### src/rtl/ascon_pack.sv
// Shared types and padding constants for the ASCON byte packer.
package ascon_pack;
   typedef enum logic [2:0] {
      IDLE,
      FILL,
      PRESENT,
      DONE,
      ERROR
   } type_packer_state;

   localparam logic [7:0]  PAD_BYTE  = 8'h80;
   localparam logic [63:0] PAD_BLOCK = 64'h8000_0000_0000_0000;
endpackage

### src/rtl/ascon_byte_lane_writer.sv
// Inserts a byte big-endian at lane idx_i and, when pad_i, the 10* pad byte at idx_i+1.
// Purely combinational; lanes beyond the pad byte pass through unchanged.
module ascon_byte_lane_writer
   import ascon_pack::*;
(
   input  logic [63:0] word_i,
   input  logic [7:0]  byte_i,
   input  logic [2:0]  idx_i,
   input  logic        pad_i,
   output logic [63:0] word_o
);

   always_comb begin
      word_o = word_i;
      for (int k = 0; k < 8; k++) begin
         if (idx_i == 3'(k)) begin
            word_o[63-8*k -: 8] = byte_i;
         end else if (pad_i && (k > 0) && (idx_i == 3'(k - 1))) begin
            word_o[63-8*k -: 8] = PAD_BYTE;
         end
      end
   end

endmodule

### src/rtl/ascon_data_packer.sv
// Packs a byte stream into padded 64-bit blocks for the ASCON core; a block is valid the cycle
// after its last byte and is held until data_ack_i; bytes are refused while a block is pending.
module ascon_data_packer
   import ascon_pack::*;
#(
   parameter int unsigned MAX_BLOCKS = 4
) (
   input  logic        clock_i,
   input  logic        reset_i,
   input  logic        start_i,
   input  logic [7:0]  byte_i,
   input  logic        byte_valid_i,
   input  logic        byte_last_i,
   output logic        byte_ready_o,
   output logic        start_o,
   output logic [63:0] data_o,
   output logic        data_valid_o,
   input  logic        data_ack_i,
   output logic [3:0]  block_cnt_o,
   output logic        done_o,
   output logic        error_o
);

   localparam logic [3:0] MAX_CNT = 4'(MAX_BLOCKS);

   type_packer_state state_q, state_d;
   logic [63:0] buf_q, buf_d;
   logic [2:0]  idx_q, idx_d;
   logic [3:0]  cnt_q, cnt_d;
   logic        final_q, final_d;
   logic        pad_pending_q, pad_pending_d;
   logic        gap_q, gap_d;
   logic [63:0] lane_word;

   ascon_byte_lane_writer u_lane_writer (
      .word_i (buf_q),
      .byte_i (byte_i),
      .idx_i  (idx_q),
      .pad_i  (byte_last_i),
      .word_o (lane_word)
   );

   assign data_o      = buf_q;
   assign block_cnt_o = cnt_q;

   always_comb begin
      state_d       = state_q;
      buf_d         = buf_q;
      idx_d         = idx_q;
      cnt_d         = cnt_q;
      final_d       = final_q;
      pad_pending_d = pad_pending_q;
      gap_d         = 1'b0;
      byte_ready_o  = 1'b0;
      start_o       = 1'b0;
      data_valid_o  = 1'b0;
      done_o        = 1'b0;
      error_o       = 1'b0;

      case (state_q)
         IDLE, ERROR: begin
            error_o = (state_q == ERROR);
            if (start_i && !reset_i) begin
               start_o       = 1'b1;
               buf_d         = '0;
               idx_d         = '0;
               cnt_d         = '0;
               final_d       = 1'b0;
               pad_pending_d = 1'b0;
               state_d       = FILL;
            end
         end
         FILL: begin
            if (cnt_q >= MAX_CNT) begin
               state_d = ERROR;
            end else begin
               byte_ready_o = 1'b1;
               if (byte_valid_i) begin
                  buf_d = lane_word;
                  if (byte_last_i) begin
                     state_d = PRESENT;
                     // A full last block has no room for the pad byte, so a pad-only block follows.
                     if (idx_q == 3'd7) pad_pending_d = 1'b1;
                     else               final_d       = 1'b1;
                  end else if (idx_q == 3'd7) begin
                     state_d = PRESENT;
                  end else begin
                     idx_d = idx_q + 3'd1;
                  end
               end
            end
         end
         PRESENT: begin
            data_valid_o = !gap_q;
            if (!gap_q && data_ack_i) begin
               cnt_d = cnt_q + 4'd1;
               if (final_q) begin
                  state_d = DONE;
               end else if (pad_pending_q) begin
                  if (cnt_d == MAX_CNT) begin
                     state_d = ERROR;
                  end else begin
                     buf_d         = PAD_BLOCK;
                     final_d       = 1'b1;
                     pad_pending_d = 1'b0;
                     gap_d         = 1'b1;
                  end
               end else begin
                  buf_d   = '0;
                  idx_d   = '0;
                  state_d = FILL;
               end
            end
         end
         DONE: begin
            done_o  = 1'b1;
            state_d = IDLE;
         end
         default: state_d = IDLE;
      endcase
   end

   always_ff @(posedge clock_i) begin
      if (reset_i) begin
         state_q       <= IDLE;
         buf_q         <= '0;
         idx_q         <= '0;
         cnt_q         <= '0;
         final_q       <= 1'b0;
         pad_pending_q <= 1'b0;
         gap_q         <= 1'b0;
      end else begin
         state_q       <= state_d;
         buf_q         <= buf_d;
         idx_q         <= idx_d;
         cnt_q         <= cnt_d;
         final_q       <= final_d;
         pad_pending_q <= pad_pending_d;
         gap_q         <= gap_d;
      end
   end

endmodule

### config.mk
export PLATFORM = sky130hd
export DESIGN_NAME = ascon_data_packer
export DESIGN_NICKNAME = d
export VERILOG_FILES = /design/src/rtl/ascon_pack.sv /design/src/rtl/ascon_byte_lane_writer.sv /design/src/rtl/ascon_data_packer.sv
export SDC_FILE = /design/constraint.sdc
export NUM_CORES = 1
export LEC_CHECK = 0
export BUFFER_PORTS_ARGS = -buffer_cell sky130_fd_sc_hd__clkbuf_2
export CORE_AREA = 2 2 131 107
export CTS_CLUSTER_SIZE = 16
export DETAILED_ROUTE_END_ITERATION = 6
export DIE_AREA = 0 0 133 109
export PLACE_DENSITY = 0.56
export SETUP_SLACK_MARGIN = 0.3
export SYNTH_ARGS = -nofsm -noshare
export SYNTH_HDL_FRONTEND = slang
export SYNTH_SLANG_ARGS = --single-unit
### constraint.sdc
create_clock -name clock_i -period 3.1 [get_ports clock_i]
set_input_delay 0.155 -clock clock_i [delete_from_list [all_inputs] [get_ports clock_i]]
set_output_delay 0.155 -clock clock_i [all_outputs]
set_load 0.01 [all_outputs]
# Yosys cells after proc, flatten, opt, wreduce, memory -nomap -nowiden
# Cells that the tools add are included.
[totals]
wordCells = 154
regBits = 77
in_bits = 14
output_inout_bits = 73
[classes]
n_lt_le_gt_ge = 1
reduce_logical = 30
addsub = 2
n_eq_ne = 34
n_mux = 71
n_bitwise = 2
[ops]
columns = ["operator", "count"]
rows = [
  ["$mux W64", 7],
  ["$pmux W64 S3", 1],
  ["$mux W8", 15],
  ["$reduce_and A8 Y1", 9],
  ["$mux W3", 17],
  ["$mux W1", 24],
  ["$ne A2 B2 Y1 const B", 10],
  ["$ne A3 B1 Y1 const B", 6],
  ["$pmux W3 S3", 2],
  ["$eq A3 B3 Y1 const B", 5],
  ["$eq A3 B2 Y1 const B", 4],
  ["$logic_and A1 B1 Y1", 9],
  ["$reduce_and A9 Y1", 1],
  ["$mux W4", 2],
  ["$ne A4 B4 Y1 const B", 2],
  ["$pmux W4 S2", 1],
  ["$reduce_and A7 Y1", 1],
  ["$eq A3 B1 Y1 const B", 2],
  ["$logic_not A3 Y1", 2],
  ["$ne A3 B3 Y1 const B", 2],
  ["$pmux W1 S3", 2],
  ["$reduce_and A5 Y1", 1],
  ["$add A4 B1 Y4 const B", 1],
  ["$eq A4 B3 Y1 const B", 1],
  ["11 further kinds", 13],
]

# Longest topological paths before layout
[logic_depth]
depth_word = 7
depth_mapped = 8
ltp_nobuf = 6

# Modules after synthesis
# From an unflattened synthesis, not the netlist that was laid out.
[unflattened]
hier_cells = 560
area_unflattened_um2 = 4750.8
[by_module_without_submodules]
columns = ["module", "seq_area_each_um2", "instances", "cells_each", "area_per_inst_um2"]
rows = [
  ["ascon_data_packer", 1541.5, 1, 391, 3639.7],
  ["ascon_byte_lane_writer", 0.0, 1, 169, 1111.1],
]

# Least setup slack after synthesis
# Ideal clock, no wire load.
[synth_timing]
path_type = "register -> register"
startpoint = "register state_q[2]"
endpoint = "register buf_q[23] (netlist: data_o[23])"
required_time_ns = 3.014
n_path_buf = 2
arrival_ns = 2.248
setup_time_ns = 0.086
slack_ns = 0.766
synth_period_minus_slack_ns = 2.334
stages_incl_launch_ff = 8
path_cell_list = "dfxtp_1 buf_6 or3b_1 a222oi_1 o21ai_2 or3_1 buf_6 a221oi_2"
[synth_via]
elab_chain_len = 4
elab_cells_between_ends = 15
classes_between = "eq/ne (10); mux (1); reduce/logical (4)"
[synth_lines]
columns = ["item", "line", "text"]
rows = [
  ["from (decl)", "ascon_data_packer.sv:26", "type_packer_state state_q, state_d;"],
  ["from (signal assigned)", "ascon_data_packer.sv:133", "state_q <= state_d;"],
  ["$eq A3 B3 Y1 or $logic_not A3 Y1 (tied branches)", "ascon_data_packer.sv:60", "case (state_q)"],
  ["$reduce_or A2 Y1", "ascon_data_packer.sv:60", ""],
  ["$ne A2 B2 Y1 (no line) or $reduce_bool A3 Y1 (tied branches)", "n/a", ""],
  ["$reduce_and A8 Y1 (no line)", "n/a", ""],
  ["to (signal assigned)", "ascon_data_packer.sv:134", "buf_q <= buf_d;"],
  ["to (decl)", "ascon_data_packer.sv:27", "logic [63:0] buf_q, buf_d;"],
]
# Several ways; a longest one is shown, not always the timed one.
# A chain may end at the register's enable or synchronous reset.

# Worst setup path after layout
[layout_timing]
startpoint = "register state_q[1]"
endpoint = "register buf_q[7] (netlist: data_o[7])"
# The elaborated chain is that of the path after synthesis.

==> run summary <==
Fraction of the yosys area taken by sequential cells -> 0.3975
DRT antenna net count -> 0
Overflow left after global routing -> 0
Die X -> 133 um
Number of flops mapped to enable cells by yosys -> 0
Non-filler instance count after layout -> 700
Leading area contributor after synthesis -> dfxtp_1
Wire length of the first global-routing pass -> 17.44 mm
Ordered cell list for the critical path -> nor4bb_2 > nand4_1 > nand2_1 > a311o_1 > mux2i_1
Worst path bufs/invs -> 0
Switching share of total power -> 0.3568
Delay of the slowest cell on the worst path -> 0.54 ns
Fin Clk Skew -> 0.008279 ns
Placed Cells incl. Taps -> 682
Initial antenna violation count -> 0
Signed area change from the synthesized netlist to the final layout -> 22.43%
Maximum achievable frequency -> 0.3864 GHz
FF+latch count, synth -> 77
Endpoint required time on the critical path -> 3.35 ns
Status -> finished clean
Count of endpoints failing setup in the final report -> 0
Max-Cap Viols -> 0
Via count of the routed design -> 3332
Cell area after synthesis -> 3877 um2
Cell with the largest stage delay on the worst path -> dfxtp_1
Net count of the mapped netlist -> 466
Average vias per placed instance -> 4.760
Final hold vios -> 0
Yosys top cell area share -> 0.3975
Count of clock tree sinks -> 77
Via count of the first global-routing pass -> 3315
Num ports -> 87
Setup repair after global routing missed its margin -> false
Arrival time of data at the critical path endpoint -> 2.84 ns
Maximum number of pins on one net before global-route repair -> 86
Count of TritonRoute iterations in the first routing pass -> 4
First DRT Iteration DRCs -> 218
Number of levels the H-tree was split into -> 3
Setup Slack @ Placement -> 0.2201 ns
CTS hold repair buffers -> 0
Fraction of the cycle the final worst path needs -> 0.8348
Leakage -> 1.966 nW
Fraction of the core area covered by cells at the end of the flow -> 0.3579
Fraction of layout cells with a size suffix above 1 -> 0.2212
Clock-pin transition on the worst setup and hold timing paths -> 0.06 ns
Library cell used as clock root buffer -> clkbuf_16
CP Class -> flop to flop
Pint -> 2.254 mW
Overall Global Routing Usage -> 0.1543
Cell row count -> 38
Total of warnings raised by yosys -> 0
Clk network pwr share -> 0.306
Top flip-flop cell by instance count after synthesis -> dfxtp_1
Initial core utilization -> 0.2923
Bufs on Longest Clock Path -> 2
TritonCTS clock tree -> yes
Weighted congestion at the end of routability-driven global placement -> 0.8192
Core region area -> 13270 um2
Relative slew slack -> 0.4478
Worst hold path class -> input pin to flop
Fin crit period -> 2.588 ns
Final net count -> 537
Sum Neg Setup Slack -> 0 ns
Antenna cells -> 0
Routed wire length -> 10.94 mm
Power density relative to cell area -> 738.4 nW/um2
DIE AREA -> 14500 um2
Distinct cells, synth -> 46
Die Ht -> 109 um
Largest cells by area after synthesis -> dfxtp_1 (40%), mux2i_1 (14%), nand2b_1 (9.7%)
Port bufs -> 86
Cells after Synth -> 444
Async S/R FF share, synth -> 0
Worst setup EP type -> flop
Num CTS Buffers -> 9
Dominant delay contributor by cell family on the critical path -> simple AND/OR/NAND/NOR gates
Number of pins with negative max-slew slack in the final report -> 0
Clock insertion delay at the later pin of the skew report -> 0.34 ns
Maximum fanout count along the critical path -> 14
Largest vdd supply drop -> 0.2733 mV
Seq pwr share -> 0.328
Sw power -> 1.251 mW
Final worst slack -> 0.5122 ns
Residual DRC -> 0
Worst Tran Pin Value -> 0.8265 ns
Routed length per placed instance -> 15.63 um
Detailed placer's ending HPWL -> 7.724 mm
Synthesized area divided by synthesized cell count -> 8.733 um2
Number of fill cells -> 1405
Type of origin of the critical path -> flop
Combinational power share -> 0.366
-- power by group through the flow --
stage               clock network [mW]  logic (mW)  registers (mW)
finish                            1.07        1.28            1.15
global route                      1.14        1.40            1.16
CTS                               1.10        1.29            1.15
detailed placement                   0        1.25            1.17
global placement                     0        1.23            1.16
floorplan                            0        1.04            1.13
-- path summary, 6_finish.rpt --
| path | from | to | slack (ns) | depth (start not counted) |
|---|---|---|---|---|
| setup / recovery | state_q[1] | data_o[7] | 0.51 | 5 |
| hold reg to reg | data_o[0] | data_o[0] | 0.47 | 2 |
| hold / removal | byte_i[0] | data_o[0] | 0.11 | 3 |
| setup reg to reg | state_q[1] | data_o[7] | 0.51 | 5 |
-- cell type report --
cell class	instances	area, um2	area share
multi-input cells	328	2178	0.4589
flip-flops and latches	77	1541	0.3247
repair buffers	91	467.9	0.09858
clock buffers	13	260.3	0.05482
well taps	180	225.2	0.04744
clock inverters	3	43.79	0.009225
inverters	8	30.03	0.006326
-- logic make-up (layout without fill, tap and decap cells) --
group,after synthesis,after routing,share of synthesized area
buffers and inverters,39,115,0.04421
adder cells (fa/ha/maj),8,8,0.02582
flip-flops,77,77,0.3975
AND/OR/NAND/NOR,189,189,0.2669
multiplexers,56,56,0.1446
AO/OA/AOI/OAI,75,75,0.1210
-- routing by layer --
metal / part of all wire / vias to the layer above / global-route usage
met5: 0 / - / 0
met4: 0.010 / 0 / 0.04378
li1: - / 1671 / -
met2: 0.44 / 76 / 0.2358
met3: 0.044 / 9 / 0.04277
met1: 0.51 / 1576 / 0.2136
-- registers in the layout, summed over array words and instances (netlist names) --
signal,flops
gap_q,1
pad_pending_q,1
block_cnt_o,4
data_o,64
final_q,1
idx_q,3
state_q,3
-- cells in the mapped netlist, types with 2 or more instances --
cell type	count
and3_1	4
nor2b_1	2
nand4_1	5
and2_0	2
or3b_2	2
nand3_1	15
nor3b_1	6
mux2i_1	56
inv_1	7
nand2b_1	60
buf_6	2
nand2_1	54
nor3_4	3
nor3_1	6
ha_1	8
clkbuf_1	23
o211ai_1	2
nor2_1	16
buf_2	3
a21o_1	6
a21oi_1	30
and2_1	6
dfxtp_1	77
a311oi_1	3
o21ai_0	20
or3_1	2
a311o_1	3
clkbuf_2	2
o22a_1	2
-- through the flow --
stage                     cell area [um2]  hold slack, ns  total power, mW
after floorplan                      3877          0.3206            2.168
after global placement               4414          0.4429            2.391
after detailed placement             4414          0.4483            2.415
after CTS                            4741         0.09790            3.528
after global routing                 4747          0.1088            3.703
final                                4747          0.1051            3.505
-- cells in the final DEF (no fill, tap or decap), types with 2 or more instances in the layout --
cell type / netlist / final
clkbuf_2: 2 / 86
dfxtp_1: 77 / 77
nand2b_1: 60 / 60
mux2i_1: 56 / 56
nand2_1: 54 / 54
a21oi_1: 30 / 30
o21ai_0: 20 / 20
nor2_1: 16 / 16
nand3_1: 15 / 15
clkbuf_16: 0 / 9
ha_1: 8 / 8
inv_1: 7 / 7
and2_1: 6 / 6
nor3_1: 6 / 6
nor3b_1: 6 / 6
a21o_1: 6 / 6
nand4_1: 5 / 5
buf_4: 1 / 5
and3_1: 4 / 4
a311o_1: 3 / 3
a311oi_1: 3 / 3
nor3_4: 3 / 3
or3b_2: 2 / 2
o22a_1: 2 / 2
o211ai_1: 2 / 2
and2_0: 2 / 2
or3_1: 2 / 2
nor2b_1: 2 / 2
clkbuf_1: 23 / 2
clkbuf_8: 0 / 2
-- what timing repair did --
item,CTS,global route
endpoints found under the hold margin,0,0
gates resized for setup,1,1
setup buffers,2,0
endpoints found under the setup margin,17,32
pin swaps,1,0
-- worst register-to-register path, delay by kind of cell, from the launching register on --
| kind | cells | cell delay (ns) |
|---|---|---|
| simple gates | 3 | 1.19 |
| flops | 1 | 0.54 |
| compound gates | 1 | 0.53 |
| mux | 1 | 0.25 |
Power figures use the tool's default switching activity.
